$ cat config.mk
export PLATFORM = sky130hd
export DESIGN_NAME = rq_responder
export DESIGN_NICKNAME = d
export VERILOG_FILES = /design/src/rtl/rq_responder.sv
export SDC_FILE = /design/constraint.sdc
export NUM_CORES = 1
export LEC_CHECK = 0
export ABC_CLOCK_PERIOD_IN_PS = 2500
export CAP_MARGIN = 5
export CELL_PAD_IN_SITES_DETAIL_PLACEMENT = 1
export CELL_PAD_IN_SITES_GLOBAL_PLACEMENT = 2
export CORE_ASPECT_RATIO = 1.1
export CORE_MARGIN = 5
export CORE_UTILIZATION = 35
export DETAILED_ROUTE_END_ITERATION = 6
export PLACE_DENSITY = 0.85
export SLEW_MARGIN = 0
export SYNTH_ARGS = -nofsm -noshare
export SYNTH_HDL_FRONTEND = slang
export SYNTH_SLANG_ARGS = --single-unit
export TNS_END_PERCENT = 1
$ cat constraint.sdc
create_clock -name clk80MHz -period 2.5 [get_ports clk80MHz]
set_input_delay 0.375 -clock clk80MHz [delete_from_list [all_inputs] [get_ports clk80MHz]]
set_output_delay 0.375 -clock clk80MHz [all_outputs]
set_load 0.02 [all_outputs]
$ cat src/rtl/rq_responder.sv
// Responder for the RQ request line: synchronises RQ, qualifies its width and
// answers a valid request with a start/data/parity/stop serial frame on tx.
module rq_responder #(
  parameter int DATA_W  = 16,
  parameter int BIT_DIV = 8,
  parameter int MIN_W   = 24,
  parameter int MAX_W   = 40
) (
  input  logic              clk80MHz,
  input  logic              rst,
  input  logic              RQ,
  input  logic [DATA_W-1:0] data,
  output logic              tx,
  output logic              busy,
  output logic              ack,
  output logic              err,
  output logic [7:0]        req_cnt
);

  localparam int BIT_CNT_W = $clog2(DATA_W + 3);
  localparam int DIV_W     = $clog2(BIT_DIV);
  localparam int SHR_W     = DATA_W + 2;

  localparam logic [BIT_CNT_W-1:0] LAST_BIT  = BIT_CNT_W'(DATA_W + 2);
  localparam logic [DIV_W-1:0]     DIV_LAST  = DIV_W'(BIT_DIV - 1);
  localparam logic [5:0]           MIN_W_C   = 6'(MIN_W);
  localparam logic [5:0]           MAX_W_C   = 6'(MAX_W);
  localparam logic [5:0]           WIDTH_SAT = 6'd63;

  typedef enum logic [1:0] {
    S_IDLE    = 2'd0,
    S_MEAS    = 2'd1,
    S_SEND    = 2'd2,
    S_RECOVER = 2'd3
  } state_t;

  function automatic logic parity_f(input logic [DATA_W-1:0] d);
    return ^d;
  endfunction

  state_t               state_q, state_d;
  logic [5:0]           width_q, width_d;
  logic [SHR_W-1:0]     shreg_q, shreg_d;
  logic [BIT_CNT_W-1:0] bit_cnt_q, bit_cnt_d;
  logic [DIV_W-1:0]     div_q, div_d;
  logic                 tx_q, tx_d;
  logic                 busy_q, busy_d;
  logic                 ack_q, ack_d;
  logic                 err_q, err_d;
  logic [7:0]           cnt_q, cnt_d;

  logic rq_meta_q, rq_sync_q, rq_sync_dly_q;
  logic rise_s, width_ok_s, div_last_s;

  // Synchroniser and edge-detect delay; intentionally free of reset.
  always_ff @(posedge clk80MHz) begin
    rq_meta_q     <= RQ;
    rq_sync_q     <= rq_meta_q;
    rq_sync_dly_q <= rq_sync_q;
  end

  assign rise_s     = rq_sync_q & ~rq_sync_dly_q;
  assign width_ok_s = (width_q >= MIN_W_C) && (width_q <= MAX_W_C);
  assign div_last_s = (div_q == DIV_LAST);

  // State and datapath registers.
  always_ff @(posedge clk80MHz or negedge rst) begin
    if (!rst) begin
      state_q   <= S_IDLE;
      width_q   <= 6'd0;
      shreg_q   <= '0;
      bit_cnt_q <= '0;
      div_q     <= '0;
      tx_q      <= 1'b1;
      busy_q    <= 1'b0;
      ack_q     <= 1'b0;
      err_q     <= 1'b0;
      cnt_q     <= 8'd0;
    end else begin
      state_q   <= state_d;
      width_q   <= width_d;
      shreg_q   <= shreg_d;
      bit_cnt_q <= bit_cnt_d;
      div_q     <= div_d;
      tx_q      <= tx_d;
      busy_q    <= busy_d;
      ack_q     <= ack_d;
      err_q     <= err_d;
      cnt_q     <= cnt_d;
    end
  end

  // Next-state logic.
  always_comb begin
    state_d = state_q;
    case (state_q)
      S_IDLE: begin
        if (rise_s) state_d = S_MEAS;
        else        state_d = S_IDLE;
      end
      S_MEAS: begin
        if (rq_sync_q) begin
          if (width_q == MAX_W_C) state_d = S_RECOVER;
          else                    state_d = S_MEAS;
        end else if (width_ok_s) begin
          state_d = S_SEND;
        end else begin
          state_d = S_IDLE;
        end
      end
      S_SEND: begin
        if (div_last_s && (bit_cnt_q == LAST_BIT)) state_d = S_IDLE;
        else                                       state_d = S_SEND;
      end
      S_RECOVER: begin
        if (!rq_sync_q) state_d = S_IDLE;
        else            state_d = S_RECOVER;
      end
      default: state_d = S_IDLE;
    endcase
  end

  // Output and datapath next values; the shift register holds {stop, parity, data}.
  always_comb begin
    width_d   = width_q;
    shreg_d   = shreg_q;
    bit_cnt_d = bit_cnt_q;
    div_d     = div_q;
    tx_d      = tx_q;
    busy_d    = busy_q;
    ack_d     = 1'b0;
    err_d     = 1'b0;
    cnt_d     = cnt_q;
    case (state_q)
      S_IDLE: begin
        if (rise_s) width_d = 6'd1;
        else        width_d = width_q;
      end
      S_MEAS: begin
        if (rq_sync_q) begin
          if (width_q == MAX_W_C)         err_d   = 1'b1;
          else if (width_q != WIDTH_SAT)  width_d = width_q + 6'd1;
          else                            width_d = width_q;
        end else if (width_ok_s) begin
          ack_d     = 1'b1;
          shreg_d   = {1'b1, parity_f(data), data};
          cnt_d     = cnt_q + 8'd1;
          busy_d    = 1'b1;
          tx_d      = 1'b0;
          bit_cnt_d = '0;
          div_d     = '0;
        end else begin
          err_d = 1'b1;
        end
      end
      S_SEND: begin
        if (div_last_s) begin
          div_d = '0;
          if (bit_cnt_q == LAST_BIT) begin
            busy_d = 1'b0;
            tx_d   = 1'b1;
          end else begin
            tx_d      = shreg_q[0];
            shreg_d   = {1'b1, shreg_q[SHR_W-1:1]};
            bit_cnt_d = bit_cnt_q + BIT_CNT_W'(1);
          end
        end else begin
          div_d = div_q + DIV_W'(1);
        end
      end
      S_RECOVER: begin
        width_d = width_q;
      end
      default: begin
        width_d = 6'd0;
      end
    endcase
  end

  assign tx      = tx_q;
  assign busy    = busy_q;
  assign ack     = ack_q;
  assign err     = err_q;
  assign req_cnt = cnt_q;

endmodule

### Word-level counts from Yosys, hierarchy flattened

Index checks and enable logic that the tools add are counted.

| storage, ports and cells | value |
|---|---|
| register bits after elaboration | 49 |
| latch bits | 0 |
| RAM bits | 0 |
| memory bits (read-only) | 0 |
| output and inout port bits | 12 |
| word-level logic and storage cells | 93 |
| memories | 0 |

| operators by class | value |
|---|---|
| add/sub/neg operators | 4 |
| $mul | 0 |
| div/mod/pow operators | 0 |
| $lt $le $gt $ge | 2 |
| eq/ne operators | 16 |
| shifts and indexed selects | 0 |
| multiplexer cells | 43 |
| bitwise gates (word level) | 3 |
| reduce and logical (&&, ||, !) cells | 12 |

Operators by type and width:

| kind | number |
|---|---|
| $mux 18 | 4 |
| $pmux 18 s2 | 1 |
| $mux 6 | 4 |
| $mux 5 | 4 |
| $ne 2x2->1 const B | 9 |
| $mux 1 | 16 |
| $reduce_xor 16->1 | 1 |
| $reduce_and 5->1 | 3 |
| $pmux 6 s2 | 1 |
| $mux 2 | 5 |
| $pmux 5 s2 | 1 |
| $mux 3 | 3 |
| $add 8x1->8 const B | 1 |
| $pmux 2 s4 | 1 |
| $add 6x1->6 const B | 1 |
| $eq 6x6->1 const B | 1 |
| $ge 6x5->1 const B | 1 |
| $le 6x6->1 const B | 1 |
| $ne 6x6->1 const B | 1 |
| $pmux 3 s2 | 1 |
| $reduce_and 3->1 | 2 |
| $add 5x1->5 const B | 1 |
| $eq 5x5->1 const B | 1 |
| $eq 2x2->1 const B | 2 |
| other kinds (10) | 14 |

### Depth between registers and ports, before layout

| depth | value |
|---|---|
| depth in word-level cells | 5 |
| mapped depth | 9 |

### Least setup slack after synthesis

No wires, ideal clock.

| timing | value |
|---|---|
| path kind | flip-flop to flip-flop |
| start | register width_q[0] |
| end | register width_q[4] |
| setup time | 0.125 ns |
| arrival | 1.600 ns |
| data required time | 2.375 ns |
| slack | 0.775 ns |
| stages on the path, launching flop included | 6 |
| path buffers | 0 |
| period minus slack after synthesis | 1.725 ns |
| path through | dfrtp_1 or3_4 o221ai_4 a211oi_2 nand3_1 mux2_2 |

| between the ends | value |
|---|---|
| longest elaborated chain between the ends | 5 |

RTL lines:

| element | line | text |
|---|---|---|
| start: declaration | 42 | `logic [5:0] width_q, width_d;` |
| start signal: assignment | 81 | `width_q <= width_d;` |
| $add 6x1->6 | 142 | `else if (width_q != WIDTH_SAT) width_d = width_q + 6'd1;` |
| $mux 6 | 142 |  |
| $mux 6 | 141 | `if (width_q == MAX_W_C) err_d = 1'b1;` |
| $mux 6 | 140 | `if (rq_sync_q) begin` |
| $pmux 6 s2 | 134 | `case (state_q)` |

Parallel ways exist; a longest one is shown, timed or not. The select of a mux whose other input is x is not followed.
A chain may end at the register's enable or synchronous reset.

### Worst setup path in the final report

| timing | value |
|---|---|
| start | register bit_cnt_q[0] |
| end | register shreg_q[16] |

| between the ends | value |
|---|---|
| longest elaborated chain between the ends | 3 |

RTL lines:

| element | line | text |
|---|---|---|
| start: declaration | 44 | `logic [BIT_CNT_W-1:0] bit_cnt_q, bit_cnt_d;` |
| start signal: assignment | 83 | `bit_cnt_q <= bit_cnt_d;` |
| $eq 5x5->1 | 159 | `if (bit_cnt_q == LAST_BIT) begin` |
| $ne 2x2->1 (no source line) | -- |  |
| $reduce_and 5->1 (no source line) | -- |  |
| end signal: assignment | 82 | `shreg_q <= shreg_d;` |
| end: declaration | 43 | `logic [SHR_W-1:0] shreg_q, shreg_d;` |

No other way between the ends.

==> metrics <==
Clk pin slew, worst setup/hold paths 0.10 ns; diode count 0; Post-synth EDFFs 0; CTS tree done; fillers 808; TritonCTS buffer count 5; combinational family with the most area after synthesis simple AND/OR/NAND/NOR gates; instance area at placement 2890 sq um; number of max-cap violations 0; number of buffers added for setup after CTS 0; CP Data Arrival Time 2.31 ns; layout cells sized above 1 0.119; Port Buffer Count 30; most frequent cell after synthesis sky130_fd_sc_hd__dfrtp_1; count of mapped cells out of synthesis 241; worst vdd ir 0.223 mV; cell at the root of the clock tree sky130_fd_sc_hd__clkbuf_8; GRT Resource Usage Total 0.125; number of buffers on the longest clock path 2; xor/xnor share of the synthesized area 0.0912; Mean Syn Cell Area 10.4 sq um; run status completed; most used standard cells in the synthesized netlist 45 x sky130_fd_sc_hd__dfrtp_1, 37 x sky130_fd_sc_hd__nand2_1, 21 x sky130_fd_sc_hd__o21ai_0, 21 x sky130_fd_sc_hd__xnor2_1, 16 x sky130_fd_sc_hd__mux2i_1; fraction of the mapped netlist area in compound gates 0.106; vias in the first global route 1909; power per cell area 505 nW/um^2; relative area change from synthesis to final layout 20.2%; worst setup path category flop to flop; setup TNS 0 ns; Finish-stage setup viols 0; CTS Sinks 49; routed via count 1812; kind of capture point of the worst setup path flop; worst r2r path cells 8; cell row count 32; number of cells on the worst hold path 0; leakage dissipation 1.27 nW; sum of overflow across all layers after global routing 0; Post-DRT Antenna Nets 0; initial drt markers 67; crit-path max FO 13; leading register cell type out of synthesis sky130_fd_sc_hd__dfrtp_1; number of distinct library cell variants in the gate-level netlist after synthesis 47; DIE AREA 8930 sq um; pin count of the biggest net entering global routing 19; width of the chip 90.5 um; multiplexer share of the synthesized area 0.0731; CP Launch Type flop; arithmetic-cell share of the synthesized area counting full adders, half adders and majority gates 0.0351; total non-filler cell area in the finished layout 3000 sq um; routed length per placed instance 14.4 um; Synthesized Nets 267; Clock Skews 0.00761 ns; WP data required 2.71 ns; Core Footprint 6970 sq um; Die H 98.6 um; Warnings, synthesis 0; path category of the worst min-delay check flop to flop; remaining routing DRC violations 0; antenna violations before repair 0; Final #Nets 302; synthesized area 2500 sq um; number of top-level pins 31; detailed-route wire length 5200 um; total count of hold-check failures in the final report 0; sequential share of the synthesized area 0.485; simple-gate share of the synthesized area 0.174; detail-routed via count per cell 5.01; final slew viol count 0; upper clock frequency limit 0.477 GHz; routability congestion estimate 0.750; HPWL after DPL 3980 um; setup repair after global routing missed its margin no; first-pass GRT wire length 9160 um; fraction of registers with async set/reset 0.939; initial core utilization 0.358; Skew-Pair Late Insertion Delay 0.31 ns; ranking of synthesized cells by area sky130_fd_sc_hd__dfrtp_1 45%, sky130_fd_sc_hd__xnor2_1 7.4%, sky130_fd_sc_hd__mux2i_1 6.4%; relative max-transition margin 0.626; crit path time final 2.10 ns; total power consumption of the routed design 1.52 mW; Tightest Pin Transition 0.559 ns; post-synthesis sequential element count 49; Yosys top cell area share 0.451; count of TritonRoute iterations in the first routing pass 4; final worst path period share 0.839; library cell with the largest summed area after synthesis sky130_fd_sc_hd__dfrtp_1; maximum level of the CTS H-tree 2
==> per-layer routing <==
metal,wire length [um],GRT usage
met5,0,0
met2,2600,0.214
met1,2330,0.154
met4,76,0.0412
met3,193,0.0305
==> final timing paths <==
| path | slack (ns) | endpoint | startpoint |
|---|---|---|---|
| max | 0.40 | shreg_q[16]$_DFFE_PN0P_ | bit_cnt_q[0]$_DFFE_PN0P_ |
| min | 0.34 | rq_sync_q$_DFF_P_ | rq_meta_q$_DFF_P_ |
| max reg2reg | 0.40 | shreg_q[16]$_DFFE_PN0P_ | bit_cnt_q[0]$_DFFE_PN0P_ |
| min reg2reg | 0.34 | rq_sync_q$_DFF_P_ | rq_meta_q$_DFF_P_ |
| max in group asynchronous | 1.35 | tx$_DFFE_PN1P_ | rst |
| min in group asynchronous | 0.51 | width_q[3]$_DFFE_PN0P_ | rst |
==> repair_timing <==
item | 4_1_cts | 5_1_grt
setup endpoints to repair | 0 | 1
endpoints found under the hold margin | 13 | 0
gates resized for setup | 0 | 1
hold buffers | 1 | 0
==> logic make-up (layout without fill, tap and decap cells) <==
| logic type | after synthesis | in the layout |
|---|---|---|
| and+or+nand+nor | 86 | 86 |
| DFF | 49 | 49 |
| AOI/OAI and AO/OA | 39 | 39 |
| xor gates and xnor gates | 26 | 26 |
| muxes | 18 | 18 |
| buffers and inverters | 16 | 52 |
| adders and majority gates | 7 | 7 |
==> cells in the final DEF (no fill, tap or decap), types with 2 or more instances in the layout <==
master	synthesis	routed
sky130_fd_sc_hd__a21oi_1	3	3
sky130_fd_sc_hd__a21oi_2	3	2
sky130_fd_sc_hd__buf_4	3	7
sky130_fd_sc_hd__clkbuf_8	0	5
sky130_fd_sc_hd__clkdlybuf4s50_1	0	29
sky130_fd_sc_hd__dfrtp_1	45	45
sky130_fd_sc_hd__dfxtp_1	3	3
sky130_fd_sc_hd__ha_1	7	7
sky130_fd_sc_hd__inv_1	5	5
sky130_fd_sc_hd__inv_6	0	2
sky130_fd_sc_hd__mux2_2	2	2
sky130_fd_sc_hd__mux2i_1	16	16
sky130_fd_sc_hd__nand2_1	37	37
sky130_fd_sc_hd__nand2b_1	5	5
sky130_fd_sc_hd__nand3_1	6	6
sky130_fd_sc_hd__nand3b_1	2	2
sky130_fd_sc_hd__nand4_1	6	6
sky130_fd_sc_hd__nor2_1	14	14
sky130_fd_sc_hd__nor2b_1	3	2
sky130_fd_sc_hd__nor3_1	2	2
sky130_fd_sc_hd__o21ai_0	21	21
sky130_fd_sc_hd__o21ai_1	2	2
sky130_fd_sc_hd__xnor2_1	21	21
sky130_fd_sc_hd__xor2_1	5	5
==> where the power goes <==
group	switching (mW)	internal [mW]
clock network	0.289	0.204
registers	0.0298	0.809
logic	0.0875	0.0963
total	0.406	1.11
==> registers in the layout (all words and copies together), names as in the netlist, 2 cells and up <==
| name | flops |
|---|---|
| bit_cnt_q | 5 |
| div_q | 3 |
| req_cnt | 8 |
| shreg_q | 18 |
| state_q | 2 |
| width_q | 6 |
==> metrics by stage <==
step / hold WS [ns] / utilization / worst slack [ns] / std cells
global route: 0.342 / 0.431 / 0.114 / 362
detailed placement: 0.316 / 0.415 / 0.257 / 353
finish: 0.337 / 0.431 / 0.403 / 362
floorplan: 0.0794 / - / 0.775 / 241
CTS: 0.340 / 0.430 / 0.242 / 362
global placement: 0.307 / 0.415 / 0.419 / 353
==> critical path: stages, from the launching register on <==
cell and delay [ns]:
sky130_fd_sc_hd__dfrtp_1 0.43, sky130_fd_sc_hd__inv_1 0.07, sky130_fd_sc_hd__ha_1 0.16, sky130_fd_sc_hd__nor4bb_1 0.40
sky130_fd_sc_hd__nor2_1 0.14, sky130_fd_sc_hd__a21oi_4 0.29, sky130_fd_sc_hd__buf_4 0.24, sky130_fd_sc_hd__nor3_1 0.06
sky130_fd_sc_hd__a221oi_1 0.22
==> layout make-up <==
cell class	count	area (sq um)	area share
clock inverters	3	25.0	0.00833
clock buffers	5	68.8	0.0229
multi-input cells	176	1210	0.403
well taps	85	106	0.0354
flip-flops and latches	49	1210	0.404
inverters	6	23.8	0.00792
repair buffers	38	358	0.119
Power figures use the tool's default switching activity.
